[src/rtl/sa_sync_pkg.sv]
// Shared definitions for the synchronized-toggle event receive path:
// FSM state encoding and the default pending-counter width.
package sa_sync_pkg;

  localparam logic SA_SYNC_S_INIT = 1'b0;
  localparam logic SA_SYNC_S_RUN  = 1'b1;

  localparam int SA_SYNC_CNT_W = 4;

  typedef enum logic {
    S_INIT = SA_SYNC_S_INIT,
    S_RUN  = SA_SYNC_S_RUN
  } sa_sync_state_e;

endpackage

[src/rtl/sa_sync_evt_cnt.sv]
// Saturating up/down pending-event counter. Simultaneous inc and dec cancel,
// so a full counter that receives both stays full without losing anything.
module sa_sync_evt_cnt #(
  parameter int CNT_W = 4
) (
  input  logic             clk,
  input  logic             clr_,
  input  logic             inc,
  input  logic             dec,
  output logic [CNT_W-1:0] cnt,
  output logic             sat
);

  logic [CNT_W-1:0] cnt_reg;

  always_ff @(posedge clk) begin
    if (!clr_) begin
      cnt_reg <= '0;
    end else if (inc && !dec && !sat) begin
      cnt_reg <= cnt_reg + CNT_W'(1);
    end else if (dec && !inc && (cnt_reg != '0)) begin
      cnt_reg <= cnt_reg - CNT_W'(1);
    end
  end

  assign sat = &cnt_reg;
  assign cnt = cnt_reg;

endmodule

[src/rtl/sa_sync_evt_rx.sv]
// Converts a synchronized toggle level into queued events, hands them out
// through valid/ready, and returns one acknowledge toggle per accepted event.
module sa_sync_evt_rx
  import sa_sync_pkg::*;
#(
  parameter int CNT_W = SA_SYNC_CNT_W
) (
  input  logic             clk,
  input  logic             clr_,
  input  logic             sync_tgl,
  output logic             evt_valid,
  input  logic             evt_ready,
  output logic [CNT_W-1:0] evt_cnt,
  output logic             ack_tgl,
  output logic             ovf,
  input  logic             ovf_clr
);

  sa_sync_state_e   state_reg;
  sa_sync_state_e   state_next;
  logic             prev_reg;
  logic             ack_reg;
  logic             ovf_reg;
  logic             edge_det;
  logic             pop;
  logic             sat;
  logic             ovf_set;
  logic [CNT_W-1:0] cnt;

  always_ff @(posedge clk) begin
    if (!clr_) begin
      state_reg <= S_INIT;
    end else begin
      state_reg <= state_next;
    end
  end

  always_comb begin
    state_next = state_reg;
    case (state_reg)
      S_INIT:  state_next = S_RUN;
      S_RUN:   state_next = S_RUN;
      default: state_next = S_INIT;
    endcase
  end

  // prev is loaded in S_INIT too, so a level already high at release is not an event
  always_ff @(posedge clk) begin
    if (!clr_) begin
      prev_reg <= 1'b0;
    end else begin
      prev_reg <= sync_tgl;
    end
  end

  assign edge_det  = (state_reg == S_RUN) && (sync_tgl ^ prev_reg);
  assign evt_valid = (cnt != '0);
  assign pop       = evt_valid && evt_ready;
  assign ovf_set   = edge_det && !pop && sat;

  sa_sync_evt_cnt #(
    .CNT_W(CNT_W)
  ) u_cnt (
    .clk (clk),
    .clr_(clr_),
    .inc (edge_det),
    .dec (pop),
    .cnt (cnt),
    .sat (sat)
  );

  always_ff @(posedge clk) begin
    if (!clr_) begin
      ack_reg <= 1'b0;
    end else if (pop) begin
      ack_reg <= ~ack_reg;
    end
  end

  // a loss in the same cycle as a clear must remain visible
  always_ff @(posedge clk) begin
    if (!clr_) begin
      ovf_reg <= 1'b0;
    end else if (ovf_set) begin
      ovf_reg <= 1'b1;
    end else if (ovf_clr) begin
      ovf_reg <= 1'b0;
    end
  end

  assign evt_cnt = cnt;
  assign ack_tgl = ack_reg;
  assign ovf     = ovf_reg;

endmodule

[config.mk]
export PLATFORM = sky130hd
export DESIGN_NAME = sa_sync_evt_rx
export DESIGN_NICKNAME = d
export VERILOG_FILES = /design/src/rtl/sa_sync_pkg.sv /design/src/rtl/sa_sync_evt_cnt.sv /design/src/rtl/sa_sync_evt_rx.sv
export SDC_FILE = /design/constraint.sdc
export NUM_CORES = 1
export LEC_CHECK = 0
export CAP_MARGIN = 30
export CORE_AREA = 5 5 42 44
export DETAILED_ROUTE_END_ITERATION = 10
export DIE_AREA = 0 0 47 49
export GPL_TIMING_DRIVEN = 0
export PLACE_DENSITY = 0.69
export SYNTH_ARGS = -nofsm -noshare
export SYNTH_HDL_FRONTEND = slang
export SYNTH_SLANG_ARGS = --single-unit
[constraint.sdc]
create_clock -name clk -period 2.89 [get_ports clk]
set_input_delay 0.578 -clock clk [delete_from_list [all_inputs] [get_ports clk]]
set_output_delay 0.578 -clock clk [all_outputs]
set_load 0.02 [all_outputs]
; ---- Yosys cells after proc, flatten, opt, wreduce, memory -nomap -nowiden
; Cells that the tools add are included.
[word_totals]
reg_bits = 8
in_bits = 5
output_inout_bits = 7
elab_cells = 28
[classes]
addsub = 2
n_mux = 5
bitwise_logic = 2
n_reduce_logical = 14
[op_table]
columns = op, n
row1 = 2-to-1 mux 4 bit, 2
row2 = logical AND 1 bit, 7
row3 = adder 4 x 1 -> 4 bit (second input constant), 1
row4 = AND reduction 4 bit, 1
row5 = nonzero test 2 bit, 2
row6 = nonzero test 4 bit, 1
row7 = subtractor 4 x 1 -> 4 bit (second input constant), 1
row8 = zero test 1 bit, 3
row9 = 2-to-1 mux 1 bit, 3
row10 = NOT 1 bit, 1
row11 = XOR 1 bit, 1

; ---- Longest topological paths before layout
[logic_depth]
ltp_word = 7
mapped_depth = 8
depth_no_buf = 8

; ---- Hierarchy
; From an unflattened synthesis, not the netlist that was laid out.
[unflattened]
hier_cells = 43
area_unflattened_um2 = 455.4
[by_module_without_submodules]
columns = mod, instances, cells_each, area_each_um2, seq_area_each_um2
row1 = sa_sync_evt_cnt, 1, 28, 290.3, 80.1
row2 = sa_sync_evt_rx, 1, 15, 165.2, 80.1

; ---- Worst setup path before layout
; Ideal clock, no wire load.
[synth_path]
kind = reg-to-reg
from = register u_cnt.cnt_reg[0], in the netlist u_cnt.cnt[0]
to = register u_cnt.cnt_reg[3], in the netlist u_cnt.cnt[3]
t_arrival_ns = 2.338
required_time_ns = 2.818
path_slack_ns = 0.481
stages_incl_launch_ff = 9
path_buffers = 0
synth_period_minus_slack_ns = 2.409
path_cell_list = dfxtp_1 -> o41ai_4 -> and4_4 -> inv_1 -> ha_1 -> a21o_2 -> a21oi_1 -> mux2i_1 -> mux2i_1
[synth_between]
elab_chain_len = 6
elab_cells_between_ends = 14
cone_classes = add/sub (2) / mux (2) / reduce/logical (10)
[synth_lines]
columns = item, line
row1 = from (decl), sa_sync_evt_cnt.sv:14  ; logic [CNT_W-1:0] cnt_reg;
row2 = from (signal assigned), sa_sync_evt_cnt.sv:20  ; cnt_reg <= cnt_reg + CNT_W'(1);
row3 = from (signal assigned), sa_sync_evt_cnt.sv:22  ; cnt_reg <= cnt_reg - CNT_W'(1);
row4 = branches (longest 6 deep; another with subtractor 4 x 1 -> 4 bit), --
; Parallel ways; which one is timed is not known. The select of a mux whose other input is x is not followed.
; A chain may end at the register's enable or synchronous reset.

; ---- Final worst setup path
[layout_path]
from = input sync_tgl
to = register u_cnt.cnt_reg[3], in the netlist u_cnt.cnt[3]
[layout_between]
elab_chain_len = 6
elab_cells_between_ends = 9
cone_classes = mux (1) / bitwise (1) / reduce/logical (7)
[layout_lines]
columns = item, line
row1 = from (decl), sa_sync_evt_rx.sv:10  ; input logic sync_tgl,
row2 = XOR 1 bit (*), sa_sync_evt_rx.sv:56  ; assign edge_det = (state_reg == S_RUN) && (sync_tgl ^ prev_reg);
row3 = logical AND 1 bit (*), sa_sync_evt_rx.sv:56
row4 = zero test 1 bit, sa_sync_evt_cnt.sv:21  ; end else if (dec && !inc && (cnt_reg != '0)) begin
row5 = logical AND 1 bit (2 in series), sa_sync_evt_cnt.sv:21
row6 = nonzero test 2 bit (no source line), --
; Mark *: on every way between the ends. The rest lies on a longest branch, timed or not.

==> impl_metrics.json <==
{
  "status": "complete, no violations",
  "grt_pass1_wl_microns": 1290,
  "final_nets": 67,
  "maxCapViolations": 0,
  "setup_slack_ns": 0.2125,
  "detail_route.first_pass.iterations": 4,
  "gp_congestion": 0.6916,
  "finalHoldViolCount": 0,
  "path_clk_slew_ns": 0.06,
  "fin_crit_ns": 2.677,
  "cts-root-to-sink-buffers": 2,
  "dp_slack_ns": -0.02206,
  "synth_commonest_cells": "dfxtp_1 (8), a21oi_1 (4)",
  "fin_skew_ns": 0.002177,
  "cts_resized": 0,
  "synth_warnings": 0,
  "fillers": 152,
  "wl_per_cell_microns": 11.38,
  "rows": 14,
  "drive_gt1_share_pct": 14.04,
  "report.final.setup_viol": 0,
  "avgSynthCellArea_sq_um": 9.981,
  "crit_top_cell": "mux2i_1",
  "largest_reg_flops": 4,
  "synth_top_area_share_pct": 37.32,
  "remaining_drc_errors": 0,
  "start_kind": "primary input",
  "netlist_area_sq_um": 429.2,
  "synth_cell_types": 21,
  "viasPerCell": 5.110,
  "grt_overflow": 0,
  "tightest_slew_ns": 0.4070,
  "dpl.hpwl_microns": 637,
  "initial_core_util_pct": 30.63,
  "synth_top_flop_cell": "dfxtp_1",
  "die_w_microns": 47,
  "routed_wl_microns": 831,
  "grt_pass1_vias": 345,
  "power-per-cell-area_mw_per_mm2": 1118,
  "multiInputGateArea_sq_um": 257.7,
  "n_antenna_cell": 0,
  "synth_cells": 43,
  "fmax_mhz": 373.5,
  "yosysMostFrequentCell": "dfxtp_1",
  "core-area_sq_mm": 0.001401,
  "p_leak_nw": 0.2353,
  "synth_area_leader_cell": "dfxtp_1",
  "slew_headroom_pct": 72.77,
  "min_period_over_period_pct": 92.65,
  "ios": 12,
  "synth-edff-count": 0,
  "grt_max_degree": 9,
  "routed-via-count": 373,
  "yosysSeqAreaShare_pct": 37.32,
  "syn_to_final_growth_pct": 35.57,
  "ys_seq_elements": 8,
  "maxSlewViolCount": 0,
  "ctsRootBufferMaster": "clkbuf_4",
  "max_stage_delay_ns": 0.48,
  "drtIter0Drc": 8,
  "required_ns": 3.08,
  "numClockSinks": 8,
  "rsz0062_at_grt": "false",
  "crit_path_end_kind": "register",
  "io_buffers": 11,
  "peakVddDrop_v": 0.0004999,
  "antenna_left": 0,
  "min_path_type": "reg2reg",
  "cts_buffers": 3,
  "htree_levels": 1,
  "synthArstFlopShare_pct": 0,
  "seq_area_sq_um": 160.2,
  "die_area_sq_mm": 0.002303,
  "cp_data_arrival_time_ns": 2.86,
  "crit_fanout": 6,
  "hold_buffers": 0,
  "p_total_mw": 0.6504,
  "cts_setup_buffers": 0,
  "cp_cell_sequence": "clkdlybuf4s50_1 -> xor2_1 -> and4_4 -> inv_1 -> ha_1 -> a21o_2 -> a21oi_1 -> mux2i_1 -> mux2i_1",
  "die_h_microns": 49,
  "gr-usage-all-layers_pct": 7.638,
  "tritoncts": "built",
  "cpMaxStageDelayCell": "clkdlybuf4s50_1",
  "synthTopCellsByArea": "dfxtp_1 (37%), o41ai_4 (6.4%), xor2_1 (6.1%)",
  "clock_latency_ns": 0.25,
  "crit_type": "in2reg",
  "antenna_found_initial": 0,
  "synth_nets": 51
}
worst paths after layout:
path	slack (ns)	start	cells after the start	end
worst max register to register	0.34	u_cnt.cnt[0]$_SDFFE_PN0P_	8	u_cnt.cnt[3]$_SDFFE_PN0P_
worst max-delay path	0.21	sync_tgl	9	u_cnt.cnt[3]$_SDFFE_PN0P_
worst min-delay path	0.52	ack_tgl$_SDFFE_PN0P_	2	ack_tgl$_SDFFE_PN0P_
worst min register to register	0.52	ack_tgl$_SDFFE_PN0P_	2	ack_tgl$_SDFFE_PN0P_
where the power goes:
| part | leakage (nW) | switching [mW] | internal [mW] |
|---|---|---|---|
| Combinational | 0.155 | 0.167 | 0.190 |
| Clock | 0.0138 | 0.0377 | 0.0475 |
| Sequential | 0.0661 | 0.0630 | 0.145 |
| Total | 0.235 | 0.268 | 0.382 |
layer usage:
metal	vias up	part of all wire (%)	track usage (%)
li1	185	-	-
met4	0	1.8	4.147
met2	14	43	10.86
met5	-	0	0
met3	3	7.1	2.214
met1	171	48	10.02
cell families (layout without fill, tap and decap cells):
group                      Yosys count  in the layout  share of synthesized area (%)
buffers and inverters                3             17                          2.624
and+or+nand+nor                     13             13                          18.66
AOI/OAI and AO/OA                   11             11                          20.12
DFF                                  8              8                          37.32
muxes                                2              2                          4.665
xor gates and xnor gates             3              3                          6.124
adders and majority gates            3              3                          10.49
cells in the final DEF, fill, tap and decap left out:
cell type	count
nor3_1	1
o22ai_1	1
nand2_1	1
ha_1	2
nand2b_1	1
clkbuf_4	3
and4_4	1
nand3_1	3
a21o_2	2
mux2i_1	2
dfxtp_1	8
and2_1	2
xor2_1	3
nor2_1	1
nand4_1	1
nor3b_1	1
inv_1	3
a21oi_1	4
fa_1	1
o41ai_4	1
or4_2	1
o21ai_0	3
clkdlybuf4s50_1	11
per-stage QoR:
| stage | utilization [%] | TNS (ns) | instances | hold slack (ns) | cell area, sq um |
|---|---|---|---|---|---|
| floorplan | - | 0 | 43 | 0.5959 | 429.2 |
| detailed placement | 39.91 | -0.02206 | 70 | 0.4985 | 559.3 |
| CTS | 41.52 | 0 | 73 | 0.5324 | 581.8 |
| global placement | 39.91 | 0 | 70 | 0.5118 | 559.3 |
| global route | 41.52 | 0 | 73 | 0.5739 | 581.8 |
| finish | 41.52 | 0 | 73 | 0.5216 | 581.8 |
worst max-delay path: cells and delay by family:
family | cells | cell delay (ns)
AND/OR/NAND/NOR | 1 | 0.30
adder cells (fa/ha/maj) | 1 | 0.29
AO/OA/AOI/OAI | 2 | 0.40
buffers and inverters | 2 | 0.59
multiplexers | 2 | 0.44
XOR/XNOR | 1 | 0.28
layout make-up:
type	instances	share of cell area [%]
clock buffer	3	3.871
sequential	8	27.53
timing repair buffer	11	18.92
multi-input combinational	32	44.30
tap	16	3.441
inverter	3	1.935
No activity file was read; power rests on OpenSTA's default activity.
